===== src/rtl/uart_cmd_bus_master_if.sv =====
// Byte-stream and bus-master signal bundle for uart_cmd_bus_master.
// master: the bridge side; slave: the UART cores and bus fabric side.
interface uart_cmd_bus_master_if;
  logic        rx_valid;
  logic [7:0]  rx_data;
  logic        rx_ready;
  logic        tx_valid;
  logic [7:0]  tx_data;
  logic        tx_ready;
  logic        m_valid;
  logic        m_write;
  logic [31:0] m_addr;
  logic [31:0] m_wdata;
  logic [3:0]  m_wstrb;
  logic        m_ready;
  logic [31:0] m_rdata;
  logic        m_rvalid;

  modport master (
    input  rx_valid, rx_data, tx_ready, m_ready, m_rdata, m_rvalid,
    output rx_ready, tx_valid, tx_data, m_valid, m_write, m_addr, m_wdata, m_wstrb
  );

  modport slave (
    output rx_valid, rx_data, tx_ready, m_ready, m_rdata, m_rvalid,
    input  rx_ready, tx_valid, tx_data, m_valid, m_write, m_addr, m_wdata, m_wstrb
  );
endinterface


===== src/rtl/uart_cmd_bus_master.sv =====
// UART command frames -> single bus master transactions, with byte responses.
// Define SNN_BRIDGE_CHKSUM_EN to require a trailing XOR checksum byte on every frame.
module uart_cmd_bus_master #(
  parameter int unsigned BUS_TIMEOUT = 256,
  parameter int unsigned CNT_W       = 9
) (
  input  logic                         clk,
  input  logic                         rst_n,
  uart_cmd_bus_master_if.master        bus,
  output logic                         busy,
  output logic [7:0]                   err_cnt
);

  localparam logic [7:0] CmdWrite = 8'hA5;
  localparam logic [7:0] CmdRead  = 8'h5A;
  localparam logic [7:0] RspAck   = 8'hAC;
  localparam logic [7:0] RspTmo   = 8'hEE;

  typedef enum logic [2:0] {StIdle, StAddr, StData, StChk, StBus, StResp} state_e;

  state_e           state_q, state_d;
  logic [1:0]       byte_cnt_q, byte_cnt_d;
  logic             write_q, write_d;
  logic [31:0]      addr_q, addr_d;
  logic [31:0]      wdata_q, wdata_d;
  logic [3:0]       wstrb_q, wstrb_d;
  logic             m_valid_q, m_valid_d;
  logic [CNT_W-1:0] tmo_q, tmo_d;
  logic             tx_valid_q, tx_valid_d;
  logic [7:0]       tx_data_q, tx_data_d;
  logic [23:0]      resp_q, resp_d;
  logic [1:0]       resp_left_q, resp_left_d;
  logic [7:0]       err_q, err_d;
`ifdef SNN_BRIDGE_CHKSUM_EN
  logic [7:0]       chk_q, chk_d;
`endif

  logic rx_ready, rx_fire, tx_fire, frame_done, start_bus, err_inc;

  assign rx_ready = (state_q == StIdle) || (state_q == StAddr) ||
                    (state_q == StData) || (state_q == StChk);
  assign rx_fire  = bus.rx_valid && rx_ready;
  assign tx_fire  = tx_valid_q && bus.tx_ready;

  always_comb begin
    state_d     = state_q;
    byte_cnt_d  = byte_cnt_q;
    write_d     = write_q;
    addr_d      = addr_q;
    wdata_d     = wdata_q;
    wstrb_d     = wstrb_q;
    m_valid_d   = m_valid_q;
    tmo_d       = tmo_q;
    tx_valid_d  = tx_valid_q;
    tx_data_d   = tx_data_q;
    resp_d      = resp_q;
    resp_left_d = resp_left_q;
    err_d       = err_q;
`ifdef SNN_BRIDGE_CHKSUM_EN
    chk_d       = chk_q;
`endif
    frame_done  = 1'b0;
    start_bus   = 1'b0;
    err_inc     = 1'b0;

    unique case (state_q)
      StIdle: begin
        if (rx_fire && (bus.rx_data == CmdWrite || bus.rx_data == CmdRead)) begin
          write_d    = (bus.rx_data == CmdWrite);
          byte_cnt_d = 2'd0;
          state_d    = StAddr;
`ifdef SNN_BRIDGE_CHKSUM_EN
          chk_d      = bus.rx_data;
`endif
        end
      end
      StAddr: begin
        if (rx_fire) begin
          addr_d     = {bus.rx_data, addr_q[31:8]};
          byte_cnt_d = byte_cnt_q + 2'd1;
`ifdef SNN_BRIDGE_CHKSUM_EN
          chk_d      = chk_q ^ bus.rx_data;
`endif
          if (byte_cnt_q == 2'd3) begin
            if (write_q) state_d = StData;
            else         frame_done = 1'b1;
          end
        end
      end
      StData: begin
        if (rx_fire) begin
          wdata_d    = {bus.rx_data, wdata_q[31:8]};
          byte_cnt_d = byte_cnt_q + 2'd1;
`ifdef SNN_BRIDGE_CHKSUM_EN
          chk_d      = chk_q ^ bus.rx_data;
`endif
          if (byte_cnt_q == 2'd3) frame_done = 1'b1;
        end
      end
`ifdef SNN_BRIDGE_CHKSUM_EN
      StChk: begin
        if (rx_fire) begin
          if (bus.rx_data == chk_q) begin
            start_bus = 1'b1;
          end else begin
            state_d     = StResp;
            tx_valid_d  = 1'b1;
            tx_data_d   = 8'hCE;
            resp_left_d = 2'd0;
            err_inc     = 1'b1;
          end
        end
      end
`endif
      StBus: begin
        tmo_d = tmo_q + CNT_W'(1);
        // Completion is tested before timeout so it wins on a shared edge.
        if (write_q && bus.m_ready) begin
          m_valid_d   = 1'b0;
          state_d     = StResp;
          tx_valid_d  = 1'b1;
          tx_data_d   = RspAck;
          resp_left_d = 2'd0;
        end else if (!write_q && bus.m_rvalid) begin
          m_valid_d   = 1'b0;
          state_d     = StResp;
          tx_valid_d  = 1'b1;
          tx_data_d   = bus.m_rdata[7:0];
          resp_d      = bus.m_rdata[31:8];
          resp_left_d = 2'd3;
        end else if (tmo_q == CNT_W'(BUS_TIMEOUT - 1)) begin
          m_valid_d   = 1'b0;
          state_d     = StResp;
          tx_valid_d  = 1'b1;
          tx_data_d   = RspTmo;
          resp_left_d = 2'd0;
          err_inc     = 1'b1;
        end
      end
      StResp: begin
        if (tx_fire) begin
          if (resp_left_q == 2'd0) begin
            tx_valid_d = 1'b0;
            state_d    = StIdle;
          end else begin
            tx_data_d   = resp_q[7:0];
            resp_d      = {8'h00, resp_q[23:8]};
            resp_left_d = resp_left_q - 2'd1;
          end
        end
      end
      default: state_d = StIdle;
    endcase

    if (frame_done) begin
`ifdef SNN_BRIDGE_CHKSUM_EN
      state_d = StChk;
`else
      start_bus = 1'b1;
`endif
    end

    if (start_bus) begin
      state_d   = StBus;
      m_valid_d = 1'b1;
      tmo_d     = '0;
      wstrb_d   = write_q ? 4'hF : 4'h0;
    end

    if (err_inc && err_q != 8'hFF) err_d = err_q + 8'd1;
  end

  always_ff @(posedge clk) begin
    if (!rst_n) begin
      state_q     <= StIdle;
      byte_cnt_q  <= '0;
      write_q     <= 1'b0;
      addr_q      <= '0;
      wdata_q     <= '0;
      wstrb_q     <= '0;
      m_valid_q   <= 1'b0;
      tmo_q       <= '0;
      tx_valid_q  <= 1'b0;
      tx_data_q   <= '0;
      resp_q      <= '0;
      resp_left_q <= '0;
      err_q       <= '0;
`ifdef SNN_BRIDGE_CHKSUM_EN
      chk_q       <= '0;
`endif
    end else begin
      state_q     <= state_d;
      byte_cnt_q  <= byte_cnt_d;
      write_q     <= write_d;
      addr_q      <= addr_d;
      wdata_q     <= wdata_d;
      wstrb_q     <= wstrb_d;
      m_valid_q   <= m_valid_d;
      tmo_q       <= tmo_d;
      tx_valid_q  <= tx_valid_d;
      tx_data_q   <= tx_data_d;
      resp_q      <= resp_d;
      resp_left_q <= resp_left_d;
      err_q       <= err_d;
`ifdef SNN_BRIDGE_CHKSUM_EN
      chk_q       <= chk_d;
`endif
    end
  end

  assign bus.rx_ready = rx_ready;
  assign bus.tx_valid = tx_valid_q;
  assign bus.tx_data  = tx_data_q;
  assign bus.m_valid  = m_valid_q;
  assign bus.m_write  = write_q;
  assign bus.m_addr   = addr_q;
  assign bus.m_wdata  = wdata_q;
  assign bus.m_wstrb  = wstrb_q;
  assign busy         = (state_q != StIdle);
  assign err_cnt      = err_q;

endmodule


===== src/flat_wrapper.sv =====
// flat-port wrapper written by rule: the top's interface ports become plain ports
module uart_cmd_bus_master_flat 
#(
  parameter int unsigned BUS_TIMEOUT = 256,
  parameter int unsigned CNT_W       = 9
)
  (clk, rst_n, busy, err_cnt, bus_rx_valid, bus_rx_data, bus_tx_ready, bus_m_ready, bus_m_rdata, bus_m_rvalid, bus_rx_ready, bus_tx_valid, bus_tx_data, bus_m_valid, bus_m_write, bus_m_addr, bus_m_wdata, bus_m_wstrb);
  uart_cmd_bus_master_if bus_i ();
  input  logic clk;
  input  logic rst_n;
  output logic busy;
  output logic [7:0] err_cnt;
  input wire logic [$bits(bus_i.rx_valid)-1:0] bus_rx_valid;
  input wire logic [$bits(bus_i.rx_data)-1:0] bus_rx_data;
  input wire logic [$bits(bus_i.tx_ready)-1:0] bus_tx_ready;
  input wire logic [$bits(bus_i.m_ready)-1:0] bus_m_ready;
  input wire logic [$bits(bus_i.m_rdata)-1:0] bus_m_rdata;
  input wire logic [$bits(bus_i.m_rvalid)-1:0] bus_m_rvalid;
  output wire logic [$bits(bus_i.rx_ready)-1:0] bus_rx_ready;
  output wire logic [$bits(bus_i.tx_valid)-1:0] bus_tx_valid;
  output wire logic [$bits(bus_i.tx_data)-1:0] bus_tx_data;
  output wire logic [$bits(bus_i.m_valid)-1:0] bus_m_valid;
  output wire logic [$bits(bus_i.m_write)-1:0] bus_m_write;
  output wire logic [$bits(bus_i.m_addr)-1:0] bus_m_addr;
  output wire logic [$bits(bus_i.m_wdata)-1:0] bus_m_wdata;
  output wire logic [$bits(bus_i.m_wstrb)-1:0] bus_m_wstrb;
  assign bus_i.rx_valid = bus_rx_valid;
  assign bus_i.rx_data = bus_rx_data;
  assign bus_i.tx_ready = bus_tx_ready;
  assign bus_i.m_ready = bus_m_ready;
  assign bus_i.m_rdata = bus_m_rdata;
  assign bus_i.m_rvalid = bus_m_rvalid;
  assign bus_rx_ready = bus_i.rx_ready;
  assign bus_tx_valid = bus_i.tx_valid;
  assign bus_tx_data = bus_i.tx_data;
  assign bus_m_valid = bus_i.m_valid;
  assign bus_m_write = bus_i.m_write;
  assign bus_m_addr = bus_i.m_addr;
  assign bus_m_wdata = bus_i.m_wdata;
  assign bus_m_wstrb = bus_i.m_wstrb;
  uart_cmd_bus_master #(.BUS_TIMEOUT(BUS_TIMEOUT), .CNT_W(CNT_W)) u_core (.clk(clk), .rst_n(rst_n), .bus(bus_i), .busy(busy), .err_cnt(err_cnt));
endmodule

===== config.mk =====
export PLATFORM = sky130hd
export DESIGN_NAME = uart_cmd_bus_master_flat
export DESIGN_NICKNAME = d
export VERILOG_FILES = /design/src/rtl/uart_cmd_bus_master_if.sv /design/src/rtl/uart_cmd_bus_master.sv /design/src/flat_wrapper.sv
export SDC_FILE = /design/constraint.sdc
export NUM_CORES = 1
export LEC_CHECK = 0
export BUFFER_PORTS_ARGS = -buffer_cell sky130_fd_sc_hd__buf_4
export CORE_MARGIN = 4
export CORE_UTILIZATION = 52
export CTS_CLUSTER_DIAMETER = 80
export DETAILED_ROUTE_END_ITERATION = 16
export PLACE_DENSITY = 0.82
export SYNTH_ARGS = -nofsm -noshare
export SYNTH_HDL_FRONTEND = slang
export SYNTH_SLANG_ARGS = --single-unit

===== constraint.sdc =====
create_clock -name clk -period 2.5 [get_ports clk]
set_clock_uncertainty 0.15 [all_clocks]
set_input_delay 0.5 -clock clk [delete_from_list [all_inputs] [get_ports clk]]
set_output_delay 0.5 -clock clk [all_outputs]
set_load 0.01 [all_outputs]

==> results.md, run 1 <==
- Routing usage on met2: 40.1%
- HP Start: bus_m_rdata[30]
- Initial Utilization: 54.5%
- Slew Viols, Final: 0
- CTS tree: yes
- Post-synthesis sequential area ratio: 48.4%
- ANT nets after route: 0
- Largest net degree at the start of global routing: 47
- Area Overhead vs Synth: 33.0%
- Syn Nets: 684
- H-tree lvl count: 4
- Num rows: 35
- Max-cap viol count: 0
- Hpwl dp: between 9000 and 10000 microns
- Asr flop ratio synth: 0%
- RSZ-0062 raised after global routing: false
- Root Buffer: clkbuf_8
- Clk_lat worst skew: 520 ps
- Yosys cell types: 49
- GP Congestion: 0.842
- Crit path DAT: 2620 ps
- Top cells by area, synth: dfxtp_1 48%, nand2_1 14%, a21oi_1 8.3%
- Overflow after GRT: 0
- Worst EP required: around 2800 ps
- Commonest non-fill, non-tap cells in the layout: 190 x nand2_1, 144 x buf_4, 124 x dfxtp_1
- Leakage Power: ~2.7 nW
- Post-synth top area share: between 40% and 50%
- Vias in the first global route: 4603
- Period utilization: 93.0%
- PortBufs: approximately 130
- Crit Path Max Fanout: 14
- Avg Vias per Cell: 5.50
- Total number of vias: 4913
- Peak supply drop: between 400 and 500 uV
- Die Ht: 107 microns
- Critical path endpoint category: flop
- Syn_area_per_cell: 8.11 sq um
- Layout cell share with drive strength beyond 1: 24.3%
- Hold slack: 93.7 ps
- Core box area: 9420 sq um
- Synth area leader: dfxtp_1
- Antenna cells: 0
- Most common cell after layout, fill and taps aside: nand2_1
- Die ar.: about 12000 sq um
- Clk buf depth: 2
- Clock transition at path regs: 60 ps
- PD cells: 691 nW/um^2
- DR WL/cell: 15.3 microns
- Hold Crit Class: primary input to flop
- Global route hottest layer: met2
- Post-Syn Instances: 633
- Initial DRC Count: ~270
- Router iterations before antenna repair: 5
- Period minus WS final: ~2300 ps
- Total GRT Usage: 23.9%
- Yosys reg bits: 124
- Syn. warnings: 0
- Post-synth EDFFs: 0
- Antenna violations before repair: 0
- # hold bufs at CTS: 0
- I/O pins: 135
- Relative slew slack: 58.4%
- DRT Wirelength: between 10000 and 15000 microns
- Critical path class: flop to flop
- Least-Margin Pin Slew: 619 ps
- CP Launch Point: u_core.tmo_q[3]
- First-pass GRT wire length: 22100 microns
- Startpoint Class: flop
- R2R Setup Slk: 180 ps
- Hold Fails Final Rpt: 0
- FMAX: between 400 and 500 MHz
- DRC Markers: 0
- NumNets Final: 802
- Status: complete, no violations
- Clock sink total: 124
- Mapped cell area: roughly 5100 sq um
- CTS buffer count: 17
- Fin Setup TNS: 0 ps
- Worst R2R Start: u_core.tmo_q[3]
- Grt met3 use: 7.02%
- GR Util met1: 29.2%
- Ys flop type: dfxtp_1
- Die X: 107 microns
- Final setup viols: 0
## cells by family after synthesis
group	share of synthesized area, %
compound gates	17.2
xor+xnor	1.37
fa+ha+maj	1.22
buf+inv	5.44
flops	48.4
mux	1.66
simple gates	24.8
## state kept, by name, summed over array words and instances (netlist names)
register,cells
u_core.err_cnt,8
u_core.bus.m_addr,32
u_core.byte_cnt_q,2
u_core.resp_q,24
u_core.bus.m_wstrb,1
u_core.bus.m_valid,1
u_core.bus.tx_valid,1
u_core.tmo_q,9
u_core.resp_left_q,2
u_core.bus.m_wdata,32
u_core.state_q,3
u_core.bus.m_write,1
u_core.bus.tx_data,8
## through the flow
step / utilization (%) / instance area (sq um) / instances / setup slack, ps / total power (W)
floorplan: - / 5130 / 633 / 564 / 0.00208
global route: 72.5 / 6830 / 893 / 56.8 / 0.00487
detailed placement: 65.7 / 6190 / 861 / 130 / 0.00217
CTS: 72.4 / 6810 / 893 / 89.4 / 0.00474
global placement: 65.7 / 6190 / 861 / 260 / 0.00217
finish: 72.5 / 6830 / 893 / 175 / 0.00472
## path summary, 6_finish.rpt
path | cells after the start | end
setup / recovery | 6 | u_core.err_cnt[5]
hold / removal | 3 | u_core.resp_q[22]
setup reg to reg | 6 | u_core.err_cnt[5]
hold reg to reg | 2 | u_core.resp_q[21]
## cell usage after synthesis (5+ instances only)
cell type	number
ha_1	5
o211ai_1	5
mux2i_1	6
a21oi_1	85
a311oi_1	18
buf_4	8
nor2_1	32
clkbuf_1	24
dfxtp_1	124
nand3_1	22
o31ai_1	5
nand2_1	190
o21ai_0	11
inv_1	8
xor2_1	7
buf_2	13
nand3b_1	6
## repair_timing
action,CTS,global route
setup buffers,0,0
setup endpoints to repair,0,2
resized for setup,0,1
## worst max-delay path, cell delays in order, from the launching register on
cell and delay, ps:
dfxtp_1 390, and4_1 250, and4_1 220, ha_1 290, o2111ai_4 260, or4_1 530, a21oi_1 170
## power breakdown
| part | internal [W] | total (W) | switching (W) |
|---|---|---|---|
| registers | 0.00198 | 0.00198 | 0.00000285 |
| clock network | 0.00164 | 0.00259 | 0.000949 |
| logic | 0.0000721 | 0.000150 | 0.0000777 |
## layer usage
metal / part of all wire [%] / wire, microns
met3: 7.8 / 1060
met1: 41 / 5630
met4: 1.9 / 256
met2: 49 / 6710
met5: 0 / 0
## final cells by class
cell class              instances  area [sq um]
fillers                       720          2590
repair buffers                147          1140
well taps                     129           161
clock buffers                  17           414
inverters                       8          31.3
multi-input cells             453          2380
clock inverters                15           213
flip-flops and latches        124          2480
Note: power is estimated with default switching activity, not from simulation.
==> inputs of run 2 (changes only) <==
--- a/config.mk
+++ b/config.mk
@@ -7,10 +7,10 @@
 export LEC_CHECK = 0
 export BUFFER_PORTS_ARGS = -buffer_cell sky130_fd_sc_hd__buf_4
 export CORE_MARGIN = 4
-export CORE_UTILIZATION = 52
+export CORE_UTILIZATION = 47
 export CTS_CLUSTER_DIAMETER = 80
 export DETAILED_ROUTE_END_ITERATION = 16
-export PLACE_DENSITY = 0.82
+export PLACE_DENSITY = 0.78
 export SYNTH_ARGS = -nofsm -noshare
 export SYNTH_HDL_FRONTEND = slang
 export SYNTH_SLANG_ARGS = --single-unit
==> constraint.sdc (replaced) <==
create_clock -name clk -period 2.1 [get_ports clk]
set_clock_uncertainty 0.15 [all_clocks]
set_input_delay 0.42 -clock clk [delete_from_list [all_inputs] [get_ports clk]]
set_output_delay 0.42 -clock clk [all_outputs]
set_load 0.01 [all_outputs]
==> run 2 against run 1 <==
  * Flip-flop and latch count did not move
  * Cell area rose by 2.2%
  * Clock power rose by 12%
  * Non-clock buffer count rose by 11
  * Via count rose by 1.3%
==> results.md, run 2 (synthesis gave the netlist of run 1 again) <==
- Switching portion of total power: 21.3% (was 21.8%)
- Crit path DAT: 2350 ps (was 2620 ps)
- Core box area: 10500 sq um (was 9420 sq um)
- Clk buf depth: 2 (unchanged)
- Most used cell, CP: and4_4 (was and4_1)
- Filler cell count: 859 (was 720)
- Reg2reg path depth: 6 (unchanged)
- Total GRT Usage: 21.4% (was 23.9%)
- Crit path buf inv count: 0 (unchanged)
- Die X: 113 microns (was 107 microns)
- Sw power: 0.00116 W (was 0.00103 W)
- PD cells: 779 nW/um^2 (was 691 nW/um^2)
- Initial DRC Count: 435 (was 271)
- PortBufs: 134 (unchanged)
- CP max-delay cell: or4_1 (unchanged)
- Slowest stage delay, CP: 530 ps (about the same)
- HP Start: bus_m_rdata[26] (was bus_m_rdata[30])
- Largest net degree at the start of global routing: 59 (was 47)
- Multi-input gate area: 2430 sq um (was 2380 sq um)
- FMAX: 484 MHz (was 430 MHz)
- Commonest non-fill, non-tap cells in the layout: 189 x nand2_1, 150 x buf_4, 119 x dfxtp_1 (was 190 x nand2_1, 144 x buf_4, 124 x dfxtp_1)
- Final setup viols: 0 (unchanged)
- Most common cell after layout, fill and taps aside: nand2_1 (unchanged)
- Period minus WS final: 2060 ps (was 2320 ps)
- DRC Markers: 0 (unchanged)
- DRT Wirelength: 13500 microns (was 13700 microns)
- Period utilization: 98.3% (was 93.0%)
- Status: complete, no violations (unchanged)
- Cell Count, Final, Fillers Out: 910 (was 893)
- Critical path endpoint category: flop (unchanged)
- Avg Vias per Cell: 5.47 (was 5.50)
- Crit Path Max Fanout: 10 (was 14)
- Area after DPL: 6300 sq um (was 6190 sq um)
- Die ar.: 12700 sq um (was 11500 sq um)
- CTS buffer count: 17 (unchanged)
- Leakage Power: 2.73 nW (was 2.68 nW)
- Hold Crit Class: primary input to flop (unchanged)
- Worst R2R Start: u_core.tmo_q[5] (was u_core.tmo_q[3])
- Fin Setup TNS: 0 ps (unchanged)
- Least-Margin Pin Slew: 461 ps (was 619 ps)
- Critical Path Stages: 6 (unchanged)
- Max-cap viol count: 0 (unchanged)
- Hold Crit Depth: 3 (unchanged)
- I/O pins: 135 (unchanged)
- Storage cell area: 2490 sq um (was 2480 sq um)
- Relative slew slack: 68.9% (was 58.4%)
- ANT nets after route: 0 (unchanged)
- Layout cell share with drive strength beyond 1: 27.1% (was 24.3%)
- Initial Utilization: 49.1% (was 54.5%)
- Worst path cell trace: and4_4, and4_4, ha_4, o2111ai_4, or4_1, a21oi_1 (was and4_1, and4_1, ha_1, o2111ai_4, or4_1, a21oi_1)
- Area Overhead vs Synth: 35.9% (was 33.0%)
- Antenna violations before repair: 0 (unchanged)
- Placed insts: 879 (was 861)
- Root Buffer: clkbuf_8 (unchanged)
- Hpwl dp: 9170 microns (was 9030 microns)
- Worst r2r dst: u_core.err_cnt[5] (unchanged)
- Worst EP required: 2390 ps (was 2790 ps)
- Vias in the first global route: 4805 (was 4603)
- R2R Setup Slk: 40 ps (was 180 ps)
- Clock sink total: 124 (unchanged)
- Share of power burned in registers: 43.3% (was 42.0%)
- Slew Viols, Final: 0 (unchanged)
- Router iterations before antenna repair: 6 (was 5)
- Peak supply drop: 453 uV (was 414 uV)
- Clock power share: 53.4% (was 54.8%)
- Overflow after GRT: 0 (unchanged)
- Comb pwr share: 3.3% (was 3.2%)
- GP Congestion: 0.783 (was 0.842)
- Antenna cells: 0 (unchanged)
- Critical path class: flop to flop (unchanged)
- First-pass GRT wire length: 22400 microns (was 22100 microns)
- Num rows: 37 (was 35)
- Startpoint Class: flop (unchanged)
- Total number of vias: 4978 (was 4913)
- DR WL/cell: 14.9 microns (was 15.3 microns)
- Min-Delay Endpoint: u_core.resp_q[18] (was u_core.resp_q[22])
- Hold Fails Final Rpt: 0 (unchanged)
- Clock transition at path regs: 60 ps (about the same)
- NumNets Final: 813 (was 802)
- H-tree lvl count: 4 (unchanged)
- Final Instance Area: 6980 sq um (was 6830 sq um)
- Power, Total: 0.00544 W (was 0.00472 W)
- Die Ht: 113 microns (was 107 microns)
- Crit-path leading delay family: simple AND/OR/NAND/NOR gates (unchanged)
- Clk_lat worst skew: 510 ps (was 520 ps)
- Pint: 0.00428 W (was 0.00369 W)
- CTS tree: yes (unchanged)
-- run 2: cell count changes in the layout (fill, tap and decap cells not counted), moves of 2 or more --
cell,previous run,this run
buf_12,3,5
dfxtp_1,124,119
and4_1,2,0
nor2_2,0,2
ha_1,5,3
buf_6,0,2
buf_4,144,150
dfxtp_4,0,2
dfxtp_2,0,3
and4_4,0,2
nor2_1,32,30
-- run 2: area by class of cell --
| cell class | instances | share of cell area, % |
|---|---|---|
| clock buffers | 18 | 6.13 |
| clock inverters | 13 | 2.39 |
| well taps | 136 | 2.44 |
| inverters | 8 | 0.448 |
| flip-flops and latches | 124 | 35.7 |
| multi-input cells | 453 | 34.8 |
| repair buffers | 158 | 18.0 |
-- run 2: power by group through the flow --
stage	sequential, W	combinational [W]	clock (W)
after CTS	0.00236	0.000178	0.00295
final	0.00236	0.000180	0.00290
after floorplan	0.00241	0.0000715	0
after global placement	0.00241	0.000170	0
after detailed placement	0.00241	0.000173	0
after global routing	0.00235	0.000197	0.00306
-- run 2: what timing repair did --
action | CTS | global route
setup buffers | 0 | 1
hold buffers | 1 | 0
endpoints found under the hold margin | 1 | 0
endpoints found under the setup margin | 12 | 16
gates resized for setup | 9 | 13
pin swaps | 1 | 0
-- run 2: worst max path at each step --
stage / startpoint / endpoint / slack (ps)
floorplan: u_core.tmo_q[2] / u_core.err_cnt[4] / 160
global placement: u_core.tmo_q[4] / u_core.err_cnt[5] / 20
detailed placement: u_core.tmo_q[4] / u_core.err_cnt[7] / -5
CTS: u_core.tmo_q[4] / u_core.err_cnt[7] / 1
global route: u_core.tmo_q[5] / u_core.err_cnt[5] / -8
finish: u_core.tmo_q[5] / u_core.err_cnt[5] / 40
-- run 2: per-layer routing --
layer / part of all wire [%] / GRT usage, % / vias to the layer above
met4: 2.8 / 9.29 / 0
met3: 7.0 / 6.15 / 40
met5: 0 / 0 / -
li1: - / - / 2433
met2: 49 / 36.9 / 187
met1: 41 / 24.7 / 2318
-- run 2: through the flow --
stage	util [%]	hold WS (ps)	setup slack [ps]
floorplan	-	282	164
global placement	60.2	290	24.7
detailed placement	60.2	295	-4.64
CTS	66.1	3.51	1.13
global route	66.7	0.0445	-7.79
finish	66.7	20.7	35.3
-- run 2: worst min-delay path, cell delays in order --
cell and delay (ps):
buf_4 110, nand3_1 50, a21oi_1 60
==> inputs of run 3 (changes only) <==
--- a/config.mk
+++ b/config.mk
@@ -5,12 +5,13 @@
 export SDC_FILE = /design/constraint.sdc
 export NUM_CORES = 1
 export LEC_CHECK = 0
+export ABC_AREA = 1
 export BUFFER_PORTS_ARGS = -buffer_cell sky130_fd_sc_hd__buf_4
 export CORE_MARGIN = 4
-export CORE_UTILIZATION = 47
+export CORE_UTILIZATION = 48
 export CTS_CLUSTER_DIAMETER = 80
 export DETAILED_ROUTE_END_ITERATION = 16
-export PLACE_DENSITY = 0.78
+export PLACE_DENSITY = 0.79
 export SYNTH_ARGS = -nofsm -noshare
 export SYNTH_HDL_FRONTEND = slang
 export SYNTH_SLANG_ARGS = --single-unit
==> run 3 against run 2 <==
  * Clock-buffer cell count is 1 higher
  * First-iteration DRC count decreased by 29%
  * Clock power shrank 3%
  * Non-clock buffer count fell by 8
  * Highest routed layer unchanged
  * Critical path type unchanged
  * Fmax is 1.1% lower
  * Wire length grew 2.0%
  * Power rose by 35%
==> results.md, run 3 <==
- Status: complete, no violations (unchanged)
- Share of power burned in registers: 40.2% (was 43.3%)
- Crit Path Max Fanout: 8 (was 10)
- Largest net degree at the start of global routing: 51 (was 59)
- Synth area leader: dfxtp_1 (unchanged)
- PortBufs: 134 (unchanged)
- Worst EP required: 2380 ps (was 2390 ps)
- Syn_area_per_cell: 7.23 sq um (was 8.11 sq um)
- CTS tree: yes (unchanged)
- Initial Utilization: 49.9% (was 49.1%)
- Post-synth EDFFs: 0 (unchanged)
- Pint: 0.00512 W (was 0.00428 W)
- Period minus WS final: 2090 ps (was 2060 ps)
- Hpwl dp: 9340 microns (was 9170 microns)
- Antenna cells: 0 (unchanged)
- Comb pwr share: 21.7% (was 3.3%)
- DRT Wirelength: 13800 microns (was 13500 microns)
- Startpoint Class: flop (unchanged)
- Vias in the first global route: 4636 (was 4805)
- Switching portion of total power: 30.1% (was 21.3%)
- Filler cell count: 886 (was 859)
- Num rows: 37 (unchanged)
- Clock transition at path regs: 60 ps (about the same)
- Core box area: 10500 sq um (unchanged)
- Final setup viols: 0 (unchanged)
- CTS buffer count: 17 (unchanged)
- Asr flop ratio synth: 0% (unchanged)
- Period utilization: 99.4% (was 98.3%)
- Hold Crit Depth: 3 (unchanged)
- RSZ-0062 raised after global routing: true
- Clk_lat worst skew: 500 ps (was 510 ps)
- Most common cell after layout, fill and taps aside: buf_4 (was nand2_1)
- FMAX: 479 MHz (was 484 MHz)
- Post-synth top area share: 47.6% (was 48.4%)
- Die ar.: 12600 sq um (was 12700 sq um)
- DR WL/cell: 13.8 microns (was 14.9 microns)
- Mapped cell area: 5220 sq um (was 5130 sq um)
- Max-cap viol count: 0 (unchanged)
- Syn Nets: 773 (was 684)
- Min-Delay Endpoint: u_core.bus.m_addr[31] (was u_core.resp_q[18])
- ANT nets after route: 0 (unchanged)
- HP Start: bus_rx_data[7] (was bus_m_rdata[26])
- Critical path endpoint category: flop (unchanged)
- Commonest non-fill, non-tap cells in the layout: 147 x buf_4, 125 x nor2_1, 122 x dfxtp_1 (was 189 x nand2_1, 150 x buf_4, 119 x dfxtp_1)
- CP max-delay cell: dfxtp_4 (was or4_1)
- Area Overhead vs Synth: 35.6% (was 35.9%)
- Crit-path leading delay family: simple AND/OR/NAND/NOR gates (unchanged)
- Leakage Power: 3.42 nW (was 2.73 nW)
- Syn. warnings: 0 (unchanged)
- I/O pins: 135 (unchanged)
- Least-Margin Pin Slew: 717 ps (was 461 ps)
- Crit path DAT: 2370 ps (was 2350 ps)
- Total number of vias: 5093 (was 4978)
- Overflow after GRT: 0 (unchanged)
- Total GRT Usage: 20.6% (was 21.4%)
- Critical path class: flop to flop (unchanged)
- Clk buf depth: 2 (unchanged)
- Clock sink total: 124 (unchanged)
- DRC Markers: 0 (unchanged)
- Hold slack: 55.2 ps (was 20.7 ps)
- Initial DRC Count: 311 (was 435)
- Hold Crit Class: primary input to flop (unchanged)
- Yosys reg bits: 124 (unchanged)
- # hold bufs at CTS: 0 (was 1)
- H-tree lvl count: 4 (unchanged)
- Crit path buf inv count: 2 (was 0)
- First-pass GRT wire length: 21900 microns (was 22400 microns)
- Setup slack after layout: 12.0 ps (was 35.3 ps)
- Top cells by area, synth: dfxtp_1 48%, o21ai_0 11%, nor2_1 9.4% (was dfxtp_1 48%, nand2_1 14%, a21oi_1 8.3%)
- Router iterations before antenna repair: 5 (was 6)
- Relative slew slack: 52.2% (was 68.9%)
- Ys flop type: dfxtp_1 (unchanged)
- R2R Setup Slk: 10 ps (was 40 ps)
- Peak supply drop: 498 uV (was 453 uV)
- Die Ht: 112 microns (was 113 microns)
- Die X: 112 microns (was 113 microns)
- Slew Viols, Final: 0 (unchanged)
- Worst r2r dst: u_core.bus.tx_data[1] (was u_core.err_cnt[5])
- Post-synthesis sequential area ratio: 47.6% (was 48.4%)
- Post-Syn Instances: 722 (was 633)
- Layout cell share with drive strength beyond 1: 25.7% (was 27.1%)
- GP Congestion: 0.878 (was 0.783)
- Hold Fails Final Rpt: 0 (unchanged)
- NumNets Final: 903 (was 813)
- Synth top cells by count: 130 x nor2_1, 124 x dfxtp_1, 111 x o21ai_0 (was 190 x nand2_1, 124 x dfxtp_1, 85 x a21oi_1)
- Worst path cell trace: ha_4, nand3_4, nor4_4, ha_2, nor2_1, nand2_1, o21ai_2, inv_2, nand2_8, clkinv_8, nand2_1, a21oi_1 (was and4_4, and4_4, ha_4, o2111ai_4, or4_1, a21oi_1)
- Final core occ: 67.7% (was 66.7%)
- Sw power: 0.00221 W (was 0.00116 W)
- Avg Vias per Cell: 5.09 (was 5.47)
- Worst slack, placed: -82.6 ps (was -4.64 ps)
- Reg2reg path depth: 12 (was 6)
- Final Instance Area: 7080 sq um (was 6980 sq um)
- Yosys cell types: 33 (was 49)
- Root Buffer: clkbuf_8 (unchanged)
- Most used cell, CP: nand2_1 (was and4_4)
- Slowest stage delay, CP: 360 ps (was 530 ps)
- Antenna violations before repair: 0 (unchanged)
- PD cells: 1030 nW/um^2 (was 779 nW/um^2)
- Count leader, synth: nor2_1 (was nand2_1)
- Area after DPL: 6290 sq um (was 6300 sq um)
- Clock power share: 38.2% (was 53.4%)
- Worst R2R Start: u_core.tmo_q[1] (was u_core.tmo_q[5])
## run 3: cell count changes after synthesis, sizes merged, moves of 7 or more
cell    before  now
a21oi       85   69
a311oi      18    0
inv          8   83
mux2i        7    0
nand2      190  105
nor2        32  132
o21ai       12  120
## run 3: cell families after synthesis
group / count (synthesis) / share of synthesized area (%)
AOI/OAI and AO/OA: 196 / 19.3
xor gates and xnor gates: 6 / 1.01
adders and majority gates: 5 / 1.20
buffers and inverters: 123 / 9.78
DFF: 124 / 47.6
and+or+nand+nor: 268 / 21.2
## run 3: worst max path at each step
stage	start	end	slack, ps	cells past startpoint
2_1_floorplan	u_core.tmo_q[0]	u_core.err_cnt[2]	270	10
3_3_place_gp	u_core.tmo_q[1]	u_core.bus.tx_data[4]	50	12
3_5_place_dp	u_core.tmo_q[1]	u_core.bus.tx_data[7]	-80	12
4_1_cts	u_core.state_q[0]	busy	7	5
5_1_grt	u_core.tmo_q[1]	u_core.bus.tx_data[1]	-90	12
6_report	u_core.tmo_q[1]	u_core.bus.tx_data[1]	10	12
## run 3: tightest hold or removal path, stage by stage
cell	delay, ps
buf_4	80
inv_1	60
a21oi_1	110
## run 3: per-layer routing
layer  part of all wire (%)  wire length, microns  GRT usage (%)
met5                      0                     0              0
met4                    1.6                   223           5.93
met3                    6.1                   843           6.09
met2                     50                  6930           34.2
met1                     42                  5810           25.9
## run 3: repair_timing
| action | in CTS | in global routing |
|---|---|---|
| endpoints found under the setup margin | 10 | 17 |
| cloned | 0 | 1 |
| endpoints found under the hold margin | 0 | 0 |
| setup buffers | 0 | 7 |
| pin swaps | 0 | 12 |
| resized for setup | 4 | 36 |
## run 3: final cells by class
class	count	area [sq um]	share of cell area [%]
clock buffers	19	432	6.10
clock inverters	13	143	2.02
inverters	83	327	4.61
multi-input cells	476	2360	33.4
flip-flops and latches	124	2490	35.1
well taps	136	170	2.40
repair buffers	150	1150	16.3
## run 3: power by group through the flow
stage / clock network, W / logic (W) / registers (W)
after floorplan: 0 / 0.000771 / 0.00304
after global placement: 0 / 0.00143 / 0.00296
after detailed placement: 0 / 0.00147 / 0.00297
after CTS: 0.00283 / 0.00149 / 0.00293
after global routing: 0.00294 / 0.00176 / 0.00298
final: 0.00280 / 0.00159 / 0.00294
## run 3: stage by stage
| step | power, W | setup TNS, ps | std cells |
|---|---|---|---|
| CTS | 0.00725 | 0 | 993 |
| finish | 0.00733 | 0 | 1001 |
| floorplan | 0.00381 | 0 | 722 |
| detailed placement | 0.00445 | -294 | 961 |
| global route | 0.00769 | -1040 | 1001 |
| global placement | 0.00439 | 0 | 961 |
